<file path="config.mk">
export PLATFORM = sky130hd
export DESIGN_NAME = lcd_frame_scheduler
export DESIGN_NICKNAME = d
export VERILOG_FILES = /design/src/rtl/lcd_frame_scheduler.sv
export SDC_FILE = /design/constraint.sdc
export NUM_CORES = 1
export LEC_CHECK = 0
export BUFFER_PORTS_ARGS = -buffer_cell sky130_fd_sc_hd__buf_2
export CAP_MARGIN = 20
export CORE_MARGIN = 2
export CORE_UTILIZATION = 45
export CTS_CLUSTER_DIAMETER = 120
export CTS_CLUSTER_SIZE = 12
export DETAILED_ROUTE_END_ITERATION = 10
export PLACE_DENSITY_LB_ADDON = 0.08
export SLEW_MARGIN = 20
export SYNTH_ARGS = -nofsm -noshare
export SYNTH_HDL_FRONTEND = slang
export SYNTH_SLANG_ARGS = --single-unit
</file>
<file path="constraint.sdc">
create_clock -name i_clk -period 2.39 [get_ports i_clk]
set_input_delay 0.3585 -clock i_clk [delete_from_list [all_inputs] [get_ports i_clk]]
set_output_delay 0.3585 -clock i_clk [all_outputs]
set_load 0.02 [all_outputs]
</file>
<file path="src/rtl/lcd_frame_scheduler.sv">
// lcd_frame_scheduler: arbitrates the 8080 LCD byte bus between host command bytes and FMARK-paced frames.
// Optional FMARK watchdog (for panels without TE) is built when LCD_FMARK_TIMEOUT_EN is defined.
module lcd_frame_scheduler #(
   parameter int WIDTH          = 320,
   parameter int HEIGHT         = 240,
   parameter int X_START        = 0,
   parameter int Y_START        = 0,
   parameter int TIMEOUT_CYCLES = 1000000
) (
   input  logic        i_clk,
   input  logic        i_reset,
   input  logic        i_enable,
   input  logic        i_lcd_fmark,
   input  logic        i_cmd_valid,
   input  logic        i_cmd_rs,
   input  logic [7:0]  i_cmd_data,
   input  logic        i_cmd_last,
   output logic        o_cmd_ready,
   input  logic        i_pix_valid,
   input  logic [15:0] i_pix_data,
   output logic        o_pix_ready,
   output logic        o_bus_valid,
   output logic        o_bus_rs,
   output logic [7:0]  o_bus_data,
   input  logic        i_bus_ready,
   output logic        o_busy,
   output logic        o_frame_start,
   output logic        o_frame_done,
   output logic        o_frame_late
);
   localparam int TOTAL = WIDTH * HEIGHT;
   localparam int CW = TOTAL > 1 ? $clog2(TOTAL) : 1;
   localparam logic [15:0] XS = 16'(X_START);
   localparam logic [15:0] XE = 16'(X_START + WIDTH - 1);
   localparam logic [15:0] YS = 16'(Y_START);
   localparam logic [15:0] YE = 16'(Y_START + HEIGHT - 1);
   // {rs, data} of the address-window preamble
   localparam logic [8:0] WIN_BYTES [11] = '{
      9'h02A, {1'b1, XS[15:8]}, {1'b1, XS[7:0]}, {1'b1, XE[15:8]}, {1'b1, XE[7:0]},
      9'h02B, {1'b1, YS[15:8]}, {1'b1, YS[7:0]}, {1'b1, YE[15:8]}, {1'b1, YE[7:0]},
      9'h02C
   };

   typedef enum logic [2:0] {IDLE, HOST_REQ, HOST_SEND, WIN, PIX_REQ, PIX_HI, PIX_LO} state_t;

   state_t state;
   logic [2:0] fm_sync;
   logic fm_edge, tmo, can_pend, pending, last_q;
   logic [3:0] idx;
   logic [CW-1:0] cnt;
   logic [7:0] pix_lo;

   assign fm_edge = fm_sync[1] & ~fm_sync[2];
   assign can_pend = state == IDLE || state == HOST_REQ || state == HOST_SEND;

`ifdef LCD_FMARK_TIMEOUT_EN
   localparam int TW = TIMEOUT_CYCLES > 1 ? $clog2(TIMEOUT_CYCLES) : 1;
   logic [TW-1:0] tcnt;
   assign tmo = tcnt == TW'(TIMEOUT_CYCLES - 1) && !fm_edge;
   always_ff @(posedge i_clk)
      if (i_reset || fm_edge || tmo || !can_pend)
         tcnt <= '0;
      else if (i_enable)
         tcnt <= tcnt + 1'b1;
`else
   // no watchdog: frames start only on FMARK edges
   assign tmo = 1'b0 & (TIMEOUT_CYCLES != 0);
`endif

   always_ff @(posedge i_clk) begin
      if (i_reset) begin
         state         <= IDLE;
         fm_sync       <= '0;
         pending       <= 1'b0;
         last_q        <= 1'b0;
         idx           <= '0;
         cnt           <= '0;
         pix_lo        <= '0;
         o_cmd_ready   <= 1'b0;
         o_pix_ready   <= 1'b0;
         o_bus_valid   <= 1'b0;
         o_bus_rs      <= 1'b1;
         o_bus_data    <= '0;
         o_busy        <= 1'b0;
         o_frame_start <= 1'b0;
         o_frame_done  <= 1'b0;
         o_frame_late  <= 1'b0;
      end else begin
         fm_sync       <= {fm_sync[1:0], i_lcd_fmark};
         o_frame_start <= 1'b0;
         o_frame_done  <= 1'b0;
         o_frame_late  <= fm_edge && (pending || !can_pend);
         if ((fm_edge || tmo) && i_enable && can_pend)
            pending <= 1'b1;
         case (state)
            IDLE:
               if (pending) begin
                  state         <= WIN;
                  pending       <= 1'b0;
                  idx           <= '0;
                  o_frame_start <= 1'b1;
                  o_busy        <= 1'b1;
                  o_bus_valid   <= 1'b1;
                  {o_bus_rs, o_bus_data} <= WIN_BYTES[0];
               end else if (i_cmd_valid) begin
                  state       <= HOST_REQ;
                  o_busy      <= 1'b1;
                  o_cmd_ready <= 1'b1;
               end
            HOST_REQ:
               if (i_cmd_valid) begin
                  state       <= HOST_SEND;
                  o_cmd_ready <= 1'b0;
                  last_q      <= i_cmd_last;
                  o_bus_valid <= 1'b1;
                  o_bus_rs    <= i_cmd_rs;
                  o_bus_data  <= i_cmd_data;
               end
            HOST_SEND:
               if (i_bus_ready) begin
                  state       <= last_q ? IDLE : HOST_REQ;
                  o_bus_valid <= 1'b0;
                  o_cmd_ready <= !last_q;
                  o_busy      <= !last_q;
               end
            WIN:
               if (i_bus_ready) begin
                  if (idx == 4'd10) begin
                     state       <= PIX_REQ;
                     o_bus_valid <= 1'b0;
                     o_pix_ready <= 1'b1;
                     cnt         <= CW'(TOTAL - 1);
                  end else begin
                     idx <= idx + 4'd1;
                     {o_bus_rs, o_bus_data} <= WIN_BYTES[idx + 4'd1];
                  end
               end
            PIX_REQ:
               if (i_pix_valid) begin
                  state       <= PIX_HI;
                  o_pix_ready <= 1'b0;
                  pix_lo      <= i_pix_data[7:0];
                  o_bus_valid <= 1'b1;
                  o_bus_rs    <= 1'b1;
                  o_bus_data  <= i_pix_data[15:8];
               end
            PIX_HI:
               if (i_bus_ready) begin
                  state      <= PIX_LO;
                  o_bus_data <= pix_lo;
               end
            PIX_LO:
               if (i_bus_ready) begin
                  o_bus_valid <= 1'b0;
                  if (cnt == '0) begin
                     state        <= IDLE;
                     o_busy       <= 1'b0;
                     o_frame_done <= 1'b1;
                  end else begin
                     state       <= PIX_REQ;
                     cnt         <= cnt - 1'b1;
                     o_pix_ready <= 1'b1;
                  end
               end
            default: state <= IDLE;
         endcase
      end
   end
endmodule

</file>
# After elaboration in Yosys (flattened, before gate mapping)
# Memory sizes are Yosys's and may differ from the RTL's.
# Index checks and enable logic that the tools add are counted.
dict set report word_totals {
  rom_bits 144
  n_memories 1
  out_inout_bits 16
  in_bits 33
  ff_bits 53
  wordCells 141
}
# name depth width rd rd_clocked_by_memory_dff write_ports line_no
set mem_list {}
lappend mem_list {{(name not given)} 16 9 1 0 0 135} ;# {o_bus_rs, o_bus_data} <= WIN_BYTES[idx + 4'd1];
dict set report op_classes {
  order_cmp 1
  n_mux 61
  n_eq_ne 22
  add_sub_neg 2
  bitwise 6
  reduce_logical 32
}
# cell n
set op_table {}
lappend op_table {{17-bit two-way mux} 4}
lappend op_table {{8-bit two-way mux} 6}
lappend op_table {{8-bit case mux with 5 select lines} 1}
lappend op_table {{17-bit case mux with 2 select lines} 1}
lappend op_table {{3-bit two-way mux} 10}
lappend op_table {{1-bit two-way mux} 27}
lappend op_table {{2-bit inequality test, second input constant} 13}
lappend op_table {{3-bit case mux with 7 select lines} 1}
lappend op_table {{9-bit two-way mux} 2}
lappend op_table {{17-bit logical NOT} 1}
lappend op_table {{17-bit by 1-bit subtractor with 17-bit output, second input constant} 1}
lappend op_table {{5-bit AND reduction} 3}
lappend op_table {{7-bit AND reduction} 2}
lappend op_table {{4-bit two-way mux} 3}
lappend op_table {{6-bit AND reduction} 2}
lappend op_table {{5-bit nonzero test} 2}
lappend op_table {{3-bit equality test, second input constant} 3}
lappend op_table {{1-bit case mux with 3 select lines} 3}
lappend op_table {{3-bit nonzero test} 3}
lappend op_table {{4-bit case mux with 2 select lines} 1}
lappend op_table {{8-bit AND reduction} 1}
lappend op_table {{3-bit by 2-bit equality test with 1-bit output, second input constant} 2}
lappend op_table {{5-bit >= comparator, second input constant} 1}
lappend op_table {{4-bit NOT with 5-bit output} 1}
lappend op_table {{other kinds (19)} 30}

# Logic depth before layout (Yosys ltp)
# Gate-level depths: netlist of run 1.
dict set report logic_depth {
  depth_word 8
  mapped_depth 8
  depth_no_buf 7
}

# Worst setup path after synthesis of run 1
# OpenSTA, ideal clock, no wires.
dict set report synth_timing {
  path_kind {register to register}
  start {register idx[0]}
  end {register cnt[13]}
  path_stages_with_launch 8
  arrival_time_ns 1.834
  setup_ns 0.075
  slack_ns 0.481
  required_time_ns 2.315
  path_cell_list {dfxtp_1 -> inv_1 -> ha_1 -> nand3b_4 -> o2bb2ai_4 -> o211ai_4 -> or4_1 -> a31oi_1}
}
dict set report synth_via {
  elab_chain_cells 3
}
# item line_no
set synth_rtl {}
lappend synth_rtl {{start: declaration} 49} ;# logic [3:0] idx;
lappend synth_rtl {{start signal: assignment} 134} ;# idx <= idx + 4'd1;
lappend synth_rtl {{4-bit equality test} 128} ;# if (idx == 4'd10) begin
lappend synth_rtl {{2-bit inequality test (no line)} --}
lappend synth_rtl {{5-bit AND reduction (no line)} --}
lappend synth_rtl {{end signal: assignment} 132} ;# cnt <= CW'(TOTAL - 1);
lappend synth_rtl {{end signal: assignment} 161} ;# cnt <= cnt - 1'b1;
lappend synth_rtl {{end: declaration} 50} ;# logic [CW-1:0] cnt;
# No other way between the ends.
# A chain may end at the register's enable or synchronous reset.

# Worst setup path after layout of run 1
# Ends and elaborated chain as after synthesis.

==> summary.md, run 1 <==
| Metric | Value |
|---|---|
| Crit-path max cell delay | `0.51 ns` |
| Fin. Hold Viols | `0` |
| Clk_lat worst skew | `slightly above 0.3 ns` |
| Outcome | `completed` |
| Fmax | `0.500 GHz` |
| Initial antenna violation count | `0` |
| Setup bufs post-CTS | `0` |
| Synth Area in Compound Gates | `0.248` |
| DR vias/cell | `approximately 5.7` |
| Mux contribution to synthesized area | `0.0382` |
| First-pass GRT wire length | `between 10 and 15 mm` |
| Number of distinct library cells after synthesis | `70` |
| Remaining Overflow, GRT | `0` |
| Total number of vias | `~2900` |
| HPWL after DPL | `approximately 5.7 mm` |
| Reg2reg setup slack | `0.39 ns` |
| Number of diodes | `0` |
| Clock Sinks | `between 50 and 60` |
| Worst path buffer plus inverter count | `1` |
| Clock skew | `roughly 0.014 ns` |
| Crit. End Element | `flop` |
| Yosys top cell area share | `0.338` |
| Maxcap violations | `0` |
| Reg clk slew, reported paths | `~0.11 ns` |
| Startpoint types | `flop` |
| R2r endpoint | `cnt[13]$_SDFFE_PP0P_` |
| Pin count of the biggest net entering global routing | `22` |
| Die W | `87.6 microns` |
| Final setup viols | `0` |
| IO buf count | `48` |
| Vias in the first global route | `between 2000 and 3000` |
| TritonRoute pass-1 iters | `4` |
| Fill cell count | `~660` |
| Post-Syn Area | `between 3000 and 4000 sq um` |
| Worst slew pin tran | `slightly below 0.7 ns` |
| Worst Hold Path Cells | `2` |
| # rows | `30` |
| Crit path kind | `flop to flop` |
| Hold Startpoint | `i_lcd_fmark` |
| RSZ-0062 raised after global routing | `false` |
| CTS H-tree lvls | `2` |
| Initial DRC count | `around 160` |
| Fin util | `0.537` |
| Ports | `between 40 and 50` |
| LEAKAGE | `approximately 0.0014 uW` |
| Top_reg_cell synth | `dfxtp_1` |
| Post-synth EDFFs | `0` |
| Syn Nets | `slightly above 400` |
| Synth Area in Adders | `0.0311` |
| Post-synthesis simple-gate area fraction | `0.279` |
| Post-CTS Hold Fix Bufs | `0` |
| Post-Syn Instances | `approximately 370` |
| Tmin final | `about 2 ns` |
| Number of synthesized register bits | `53` |
| Routability congestion estimate | `a little under 0.9` |
| Crit path max fanout | `10` |
| Synthesized area per cell | `8.40 sq um` |
| Reg-to-Reg Start | `idx[0]$_SDFFE_PP0P_` |
| Final worst-path cycle share | `0.837` |
| GRT Resource Usage Total | `0.210` |
| Max-slew headroom | `0.532` |
| Core box area | `between 6000 and 7000 sq um` |
| Slew Limit Fails | `0` |
| Post_cts resized | `0` |
| Synth warn | `0` |
| Area grow syn2layout | `15.6%` |
| Hold crit path type | `input port to flop` |
| Post-route ant nets | `0` |
| Cell accounting for the most synthesized area | `dfxtp_1` |
| Ys async rst share | `0` |
| CTS buffer count | `5` |
| Worst EP required | `2.64 ns` |
| Endpoint of the worst hold path | `fm_sync[0]$_SDFF_PP0_` |
| Crit path DAT | `approximately 2.3 ns` |
| DRC Markers | `0` |
| Die H | `between 80 and 90 microns` |
| Power density cells | `725 nW/um^2` |
| Die area | `7670 sq um` |
| Synth top area cells | `dfxtp_1 (34%), a21oi_1 (5.3%), nand2_1 (4.3%), nor2_1 (4.2%), mux2i_1 (3.8%)` |
| Root buf cell | `clkbuf_8` |
| Top-count cell post-synth | `dfxtp_1` |
| CTS tree | `done` |
| Fraction of layout cells with a size suffix above 1 | `0.225` |
| Clock Path Buffers | `2` |
| XOR/XNOR share of the synthesized area | `0.0167` |
| Post-DR wirelength/cell | `approximately 15 microns` |
| Starting density of the core | `0.465` |
| Worst-path cell chain | `inv_1 > ha_1 > nand3b_4 > o2bb2ai_4 > o211ai_4 > or4_1 > a31oi_1` |
| Slowest cell on crit path | `or4_1` |
| Top cells by count, synth | `dfxtp_1 (53), nand2_1 (36), nor2_1 (35), a21oi_1 (33), o21ai_0 (16)` |
| Seq/Total Area, Yosys | `0.338` |
| Reg2reg path depth | `7` |
| Largest family of logic cells by synthesized area | `simple AND/OR/NAND/NOR gates` |
| Maximum resistive drop on vdd | `between 0.0003 and 0.0004 V` |
| Setup TNS | `0 ns` |
| Layout Nets | `about 460` |
| Critical path's top delay family | `simple AND/OR/NAND/NOR gates` |
| Routed WL | `slightly below 8 mm` |
[layout by cell type, fill, tap and decap left out, drive strengths merged, types with 4 or more instances in the layout]
cell type	count
o21ai	16
xor2	4
nand4	5
nand3	7
mux2i	12
nand2b	9
a31oi	10
nor2	35
ha	7
or4	4
nor2b	10
nand2	36
dfxtp	53
o31ai	4
o211ai	5
clkbuf	5
a311oi	9
nor3b	4
nor4	7
buf	65
a21oi	35
inv	11
a211oi	9
nand3b	4
nor3	7
nand4b	4
[metal layers]
layer | GRT usage | up-vias | routed length [microns]
met5 | 0 | - | 0
met4 | 0.0755 | 0 | 133
met3 | 0.0424 | 10 | 377
met2 | 0.309 | 75 | 3250
met1 | 0.305 | 1335 | 3940
li1 | - | 1470 | -
[cell type report]
cell class / count / area [sq um] / share of cell area
timing repair buffer: 65 / 368 / 0.101
inverter: 10 / 37.5 / 0.0103
clock inverter: 3 / 68.8 / 0.0190
clock buffer: 5 / 68.8 / 0.0190
sequential: 53 / 1060 / 0.292
tap: 80 / 100 / 0.0276
multi-input combinational: 287 / 1930 / 0.531
[worst register-to-register path, stage by stage, from the launching register on]
cell,delay [ns]
dfxtp_1,0.38
inv_1,0.16
ha_1,0.25
nand3b_4,0.15
o2bb2ai_4,0.20
o211ai_4,0.13
or4_1,0.51
a31oi_1,0.16
[cell families (layout without fill, tap and decap cells)]
family	Yosys count	after routing
AND/OR/NAND/NOR	150	150
AO/OA/AOI/OAI	111	111
flip-flops	53	53
buffers and inverters	34	83
multiplexers	12	12
adder cells (fa/ha/maj)	8	8
XOR/XNOR	6	6
[per-stage QoR]
step | worst slack, ns | std cells | instance area, sq um | total power, uW | hold WS (ns)
after floorplan | 0.481 | 374 | 3140 | 1680 | 0.389
after global placement | 0.451 | 495 | 3490 | 1910 | 0.407
after detailed placement | 0.392 | 495 | 3490 | 1910 | 0.407
after CTS | 0.372 | 503 | 3630 | 2650 | 0.239
after global routing | 0.212 | 503 | 3630 | 2790 | 0.245
final | 0.389 | 503 | 3630 | 2630 | 0.244
[sequential cells by signal, summed over array words and instances, names as in the netlist]
signal,count
fm_sync,3
o_bus_data,8
o_frame_start,1
o_pix_ready,1
o_cmd_ready,1
o_frame_done,1
o_busy,1
cnt,17
pending,1
o_bus_rs,1
o_frame_late,1
idx,4
last_q,1
o_bus_valid,1
pix_lo,8
state,3
[where the power goes]
group	total [uW]	internal, uW	switching [uW]
registers	1020	970	49.9
logic	873	347	526
clock network	739	422	317
total	2630	1740	893
[worst max-delay path by stage]
stage	start	endpoint	slack (ns)	depth (start not counted)
floorplan	idx[0]$_SDFFE_PP0P_	cnt[13]$_SDFFE_PP0P_	0.48	7
CTS	idx[0]$_SDFFE_PP0P_	cnt[13]$_SDFFE_PP0P_	0.37	7
global route	state[2]$_SDFFE_PP0P_	o_bus_data[0]$_SDFFE_PP0P_	0.21	7
detailed placement	idx[0]$_SDFFE_PP0P_	cnt[13]$_SDFFE_PP0P_	0.39	7
global placement	state[2]$_SDFFE_PP0P_	o_bus_data[0]$_SDFFE_PP0P_	0.45	7
finish	idx[0]$_SDFFE_PP0P_	cnt[13]$_SDFFE_PP0P_	0.39	7
(Power assumes the default switching activity.)
==> inputs of run 2 (changes only) <==
- clock period: 2.39 -> 2 ns (I/O delays scaled with it)
==> summary.md, run 2 (synthesis results as in run 1) <==
| Metric | Value |
|---|---|
| Post-route ant nets | `0 (unchanged)` |
| Clk_lat worst skew | `0.32 ns (about the same)` |
| Fin util | `0.553 (+0.0154)` |
| Largest register FFs | `17 (unchanged)` |
| Clock Sinks | `53 (unchanged)` |
| Number of cells after detailed placement | `506 (+2.2%)` |
| Final worst-path cycle share | `0.944 (+0.106)` |
| Reg2reg setup slack | `0.11 ns (-0.28 ns)` |
| R2r endpoint | `cnt[0]$_SDFFE_PP0P_` |
| Root buf cell | `clkbuf_8` |
| Ports | `49 (unchanged)` |
| Routability congestion estimate | `0.857 (-4.2%)` |
| Final non-filler cell total | `514 (+2.2%)` |
| DR vias/cell | `5.68 (-1.2%)` |
| Fmax | `0.530 GHz (+6.0%)` |
| Outcome | `completed` |
| Power density cells | `796 nW/um^2 (+9.8%)` |
| Total number of vias | `2917 (+0.93%)` |
| Area grow syn2layout | `18.9%` |
| Maximum resistive drop on vdd | `0.000346 V (-7.4%)` |
| Die W | `87.6 microns (unchanged)` |
| Die H | `87.6 microns (unchanged)` |
| Layout Nets | `473 (+2.4%)` |
| Maxcap violations | `0 (unchanged)` |
| First-pass GRT wire length | `13.1 mm (+1.9%)` |
| Top flop regs | `cnt (17), o_bus_data (8), pix_lo (8)` |
| Post-DR wirelength/cell | `15.2 microns (-0.49%)` |
| IO buf count | `48 (unchanged)` |
| CTS buffer count | `5 (unchanged)` |
| Setup WS pre-CTS | `0.0302 ns (-0.361 ns)` |
| Clock skew | `0.0110 ns (-0.00332 ns)` |
| Final setup viols | `0 (unchanged)` |
| RSZ-0062 raised after global routing | `false` |
| Pin count of the biggest net entering global routing | `27 (+23%)` |
| Most common cell after layout, fill and taps aside | `dfxtp_1` |
| CTS H-tree lvls | `2 (unchanged)` |
| Most flop-heavy register | `cnt` |
| Tmin final | `1.89 ns (-0.114 ns)` |
| Register area | `1070 sq um (+0.47%)` |
| Fin. Hold Viols | `0 (unchanged)` |
| Core box area | `6760 sq um (unchanged)` |
| Worst EP required | `2.23 ns (-0.41 ns)` |
| Max-slew headroom | `0.701 (+0.169)` |
| Endpoint of the worst hold path | `fm_sync[0]$_SDFF_PP0_` |
| Crit path DAT | `2.12 ns (-0.13 ns)` |
| TritonRoute pass-1 iters | `6 (+2)` |
| Post-CTS Hold Fix Bufs | `0 (unchanged)` |
| Reg2reg path depth | `7 (unchanged)` |
| HPWL after DPL | `5.83 mm (+1.4%)` |
| Crit path max fanout | `16 (+6)` |
| Number of diodes | `0 (unchanged)` |
| Clock Path Buffers | `2 (unchanged)` |
| Hold Slack | `0.184 ns (-0.0600 ns)` |
| Most frequent cells in the layout | `dfxtp_1 (49), buf_2 (48), nand2_1 (36)` |
| GRT Resource Usage Total | `0.216 (+0.00537)` |
| Fill cell count | `650 (-0.76%)` |
| Die area | `7670 sq um (unchanged)` |
| Worst slew pin tran | `0.448 ns (-0.248 ns)` |
| Reg clk slew, reported paths | `0.11 ns (about the same)` |
| Crit. End Element | `flop` |
| LEAKAGE | `0.00147 uW (+2.4%)` |
| Hold crit path type | `input port to flop` |
| Multi-input logic area | `1960 sq um (+1.8%)` |
| Reg-to-Reg Start | `state[0]$_SDFFE_PP0P_` |
| Initial antenna violation count | `0 (unchanged)` |
| Hold Startpoint | `i_lcd_fmark` |
| Routed WL | `7.84 mm (+1.7%)` |
| Remaining Overflow, GRT | `0 (unchanged)` |
| Startpoint types | `flop` |
| Fraction of layout cells with a size suffix above 1 | `0.270 (+0.0450)` |
| CTS tree | `done` |
| Worst Hold Path Cells | `2 (unchanged)` |
| Final worst slack | `0.112 ns (-0.276 ns)` |
| Crit path kind | `flop to flop` |
| Starting density of the core | `0.465 (unchanged)` |
| Setup TNS | `0 ns (unchanged)` |
| Initial DRC count | `200 (+22%)` |
| Vias in the first global route | `2639 (+0.30%)` |
| DRC Markers | `0 (unchanged)` |
| Slew Limit Fails | `0 (unchanged)` |
| # rows | `30 (unchanged)` |
## run 2: worst max path at each step
stage	from	slack (ns)	to	cells past startpoint
6_report	state[0]$_SDFFE_PP0P_	0.11	cnt[0]$_SDFFE_PP0P_	7
5_1_grt	idx[1]$_SDFFE_PP0P_	0.005	o_bus_data[3]$_SDFFE_PP0P_	8
4_1_cts	idx[1]$_SDFFE_PP0P_	0.02	cnt[13]$_SDFFE_PP0P_	6
3_5_place_dp	state[2]$_SDFFE_PP0P_	0.03	o_bus_data[3]$_SDFFE_PP0P_	5
3_3_place_gp	idx[1]$_SDFFE_PP0P_	0.09	cnt[13]$_SDFFE_PP0P_	6
2_1_floorplan	idx[0]$_SDFFE_PP0P_	0.09	cnt[13]$_SDFFE_PP0P_	7
## run 2: report_power, final
group          internal (uW)  leakage (uW)  switching (uW)  total (uW)
Combinational            453      0.000995             635        1090
Clock                    256     0.0000423             393         648
Sequential              1160      0.000432            72.8        1240
## run 2: layout make-up
type | instances | share of cell area
multi-input combinational | 287 | 0.525
inverter | 10 | 0.0101
tap | 80 | 0.0268
timing repair buffer | 76 | 0.127
clock buffer | 5 | 0.0184
clock inverter | 3 | 0.00704
sequential | 53 | 0.285
## run 2: worst max-delay path, cell delays in order, from the launching register on
cell and delay [ns]:
dfxtp_2 0.38, buf_12 0.16, and4bb_2 0.33, nand2_1 0.11
buf_4 0.17, o21a_4 0.24, and2_4 0.17, a211oi_1 0.24
## run 2: through the flow
stage | total power, uW | cell area, sq um
final | 2970 | 3730
after global routing | 3150 | 3730
after CTS | 2990 | 3700
after detailed placement | 2320 | 3600
after global placement | 2320 | 3600
after floorplan | 2000 | 3140
## run 2: metal layers
layer	GRT usage	vias up	wire length [microns]	part of all wire
li1	-	1501	-	-
met1	0.327	1336	3990	0.51
met2	0.315	76	3370	0.43
met3	0.0368	4	409	0.052
met4	0.0573	0	65	0.0083
met5	0	-	0	0
## run 2: what timing repair did
action                     CTS  global route
setup endpoints to repair    1            16
pin swaps                    0             0
hold endpoints to repair     0             0
gates resized for setup      1            11
buffers inserted             0             0
==> inputs of run 3 (changes only) <==
- CORE_MARGIN: 2 -> unset
- PLACE_DENSITY: unset -> 0.66
- PLACE_DENSITY_LB_ADDON: 0.08 -> unset
==> summary.md, run 3 (synthesis results as in run 1) <==
| Metric | Value |
|---|---|
| Outcome | `completed` |
| Setup bufs post-CTS | `0 (unchanged)` |
| Die area | `7320 sq um (-4.5%)` |
| Initial DRC count | `161 (-20%)` |
| DR vias/cell | `5.76 (+1.5%)` |
| Hold crit path type | `input port to flop` |
| Die W | `85.6 microns (-2.3%)` |
| Post-DR wirelength/cell | `15.1 microns (-1.0%)` |
| Fmax | `0.535 GHz (+1.0%)` |
| Worst path buffer plus inverter count | `0 (-2)` |
| Die H | `85.6 microns (-2.3%)` |
| HPWL after DPL | `5.90 mm (+1.2%)` |
| Core box area | `6760 sq um (unchanged)` |
| Hold Slack | `0.194 ns (+0.0101 ns)` |
| Slowest cell on crit path | `nor4_4` |
| CTS H-tree lvls | `2 (unchanged)` |
| Reg2reg setup slack | `0.13 ns (+0.02 ns)` |
| Clk_lat worst skew | `0.31 ns (about the same)` |
| Setup WS pre-CTS | `0.000772 ns (-0.0294 ns)` |
| GRT Resource Usage Total | `0.219 (+0.00350)` |
| # rows | `30 (unchanged)` |
| TritonRoute pass-1 iters | `5 (-1)` |
| Final non-filler cell total | `514 (unchanged)` |
| Post-DP Area | `3580 sq um (-0.69%)` |
| Reg clk slew, reported paths | `0.09 ns (-0.02 ns)` |
| CTS buffer count | `5 (unchanged)` |
| Worst-path cell chain | `nor4_4 > nand4_4 > o21a_4 > and2_4 > a311oi_1` |
| Most flop-heavy register | `cnt` |
| First-pass GRT wire length | `12.8 mm (-2.2%)` |
| Power density cells | `788 nW/um^2 (-1.0%)` |
| DRC Markers | `0 (unchanged)` |
| Top flop regs | `cnt (17), o_bus_data (8), pix_lo (8)` |
| IO buf count | `48 (unchanged)` |
| Clock skew | `0.00705 ns (-0.00394 ns)` |
| Vias in the first global route | `2743 (+3.9%)` |
| CTS tree | `done` |
| Remaining Overflow, GRT | `0 (unchanged)` |
| Fraction of layout cells with a size suffix above 1 | `0.253 (-0.0161)` |
| Largest register FFs | `17 (unchanged)` |
| Slew Limit Fails | `0 (unchanged)` |
| Layout Nets | `473 (unchanged)` |
| Ports | `49 (unchanged)` |
| Root buf cell | `clkbuf_8` |
| Setup TNS | `0 ns (unchanged)` |
| Routed WL | `7.76 mm (-1.0%)` |
| Crit-path max cell delay | `0.47 ns (+0.09 ns)` |
| Starting density of the core | `0.465 (unchanged)` |
| Design Area, Final | `3690 sq um (-1.3%)` |
| Number of cells after detailed placement | `506 (unchanged)` |
| Worst EP required | `2.22 ns (about the same)` |
| Post-route ant nets | `0 (unchanged)` |
| Clock Sinks | `53 (unchanged)` |
| Met2 usage | `0.361 (+0.0467)` |
| Tmin final | `1.87 ns (-0.0193 ns)` |
| Startpoint types | `flop` |
| Most frequent cells in the layout | `dfxtp_1 (50), buf_2 (48), nand2_1 (36)` |
| Max-slew headroom | `0.712 (+0.0108)` |
| Crit path max fanout | `8 (-8)` |
| Met1 usage | `0.303 (-0.0246)` |
| Crit path DAT | `2.09 ns (-0.03 ns)` |
| Reg2reg path depth | `5 (-2)` |
| Final setup viols | `0 (unchanged)` |
| Worst slew pin tran | `0.427 ns (-0.0207 ns)` |
| Endpoint of the worst hold path | `fm_sync[0]$_SDFF_PP0_` |
| Post-CTS Hold Fix Bufs | `0 (unchanged)` |
| Maximum resistive drop on vdd | `0.000565 V (+63%)` |
| Final worst-path cycle share | `0.934 (-0.00965)` |
| Fin. Hold Viols | `0 (unchanged)` |
| Pin count of the biggest net entering global routing | `23 (-15%)` |
| Worst Hold Path Cells | `2 (unchanged)` |
| LEAKAGE | `0.00147 uW (+0.24%)` |
| Area grow syn2layout | `17.4%` |
| Number of diodes | `0 (unchanged)` |
| Critical path's top delay family | `simple AND/OR/NAND/NOR gates` |
| Maxcap violations | `0 (unchanged)` |
| Busiest grt layer | `met2` |
| Reg-to-Reg Start | `cnt[4]$_SDFFE_PP0P_` |
| Crit path kind | `flop to flop` |
| Routability congestion estimate | `0.913 (+6.5%)` |
| GRT met3 Usage | `0.0404 (+0.00367)` |
| Most common cell after layout, fill and taps aside | `dfxtp_1` |
| Initial antenna violation count | `0 (unchanged)` |
| Hold Startpoint | `i_lcd_fmark` |
| R2r endpoint | `cnt[3]$_SDFFE_PP0P_` |
| Final worst slack | `0.132 ns (+0.0193 ns)` |
| Clock Path Buffers | `2 (unchanged)` |
| Total number of vias | `2960 (+1.5%)` |
| Crit. End Element | `flop` |
run 3: worst reg2reg max path, cell delays in order, from the launching register on:
cell      delay, ns
dfxtp_1        0.39
nor4_4         0.47
nand4_4        0.21
o21a_4         0.28
and2_4         0.17
a311oi_1       0.26
run 3: timing repair:
action	4_1_cts	5_1_grt
pin swaps	0	3
resized for setup	1	5
setup endpoints to repair	1	10
run 3: area by class of cell:
class,instances,area (sq um)
multi-input cells,287,1950
clock inverters,3,17.5
clock buffers,5,68.8
flip-flops and latches,53,1060
repair buffers,76,450
inverters,10,37.5
fillers,644,3070
well taps,80,100
run 3: metrics by stage:
| step | power, uW | util |
|---|---|---|
| 2_1_floorplan | 2000 | - |
| 3_3_place_gp | 2290 | 0.529 |
| 3_5_place_dp | 2310 | 0.529 |
| 4_1_cts | 2920 | 0.543 |
| 5_1_grt | 3080 | 0.546 |
| 6_report | 2900 | 0.546 |
run 3: power by group:
group	leakage, uW	internal, uW	switching (uW)
Clock	0.0000439	242	358
Sequential	0.000432	1160	73.8
Combinational	0.000997	434	634
run 3: how the worst max path moves through the flow:
stage                                      from                          to  slack, ns  cells after the start
after global routing        cnt[0]$_SDFFE_PP0P_        cnt[13]$_SDFFE_PP0P_   -0.00007                      7
after detailed placement  state[2]$_SDFFE_PP0P_  o_bus_data[5]$_SDFFE_PP0P_     0.0008                      5
after floorplan             idx[0]$_SDFFE_PP0P_        cnt[13]$_SDFFE_PP0P_       0.09                      7
after global placement    state[2]$_SDFFE_PP0P_  o_bus_data[3]$_SDFFE_PP0P_       0.12                      5
after CTS                 state[2]$_SDFFE_PP0P_       o_bus_rs$_SDFFE_PP1P_       0.05                      5
final                       cnt[4]$_SDFFE_PP0P_         cnt[3]$_SDFFE_PP0P_       0.13                      5
run 3: layer usage:
layer	wire length, microns	part of all wire
met3	313	0.040
met4	61	0.0079
met5	0	0
met2	3450	0.44
met1	3940	0.51
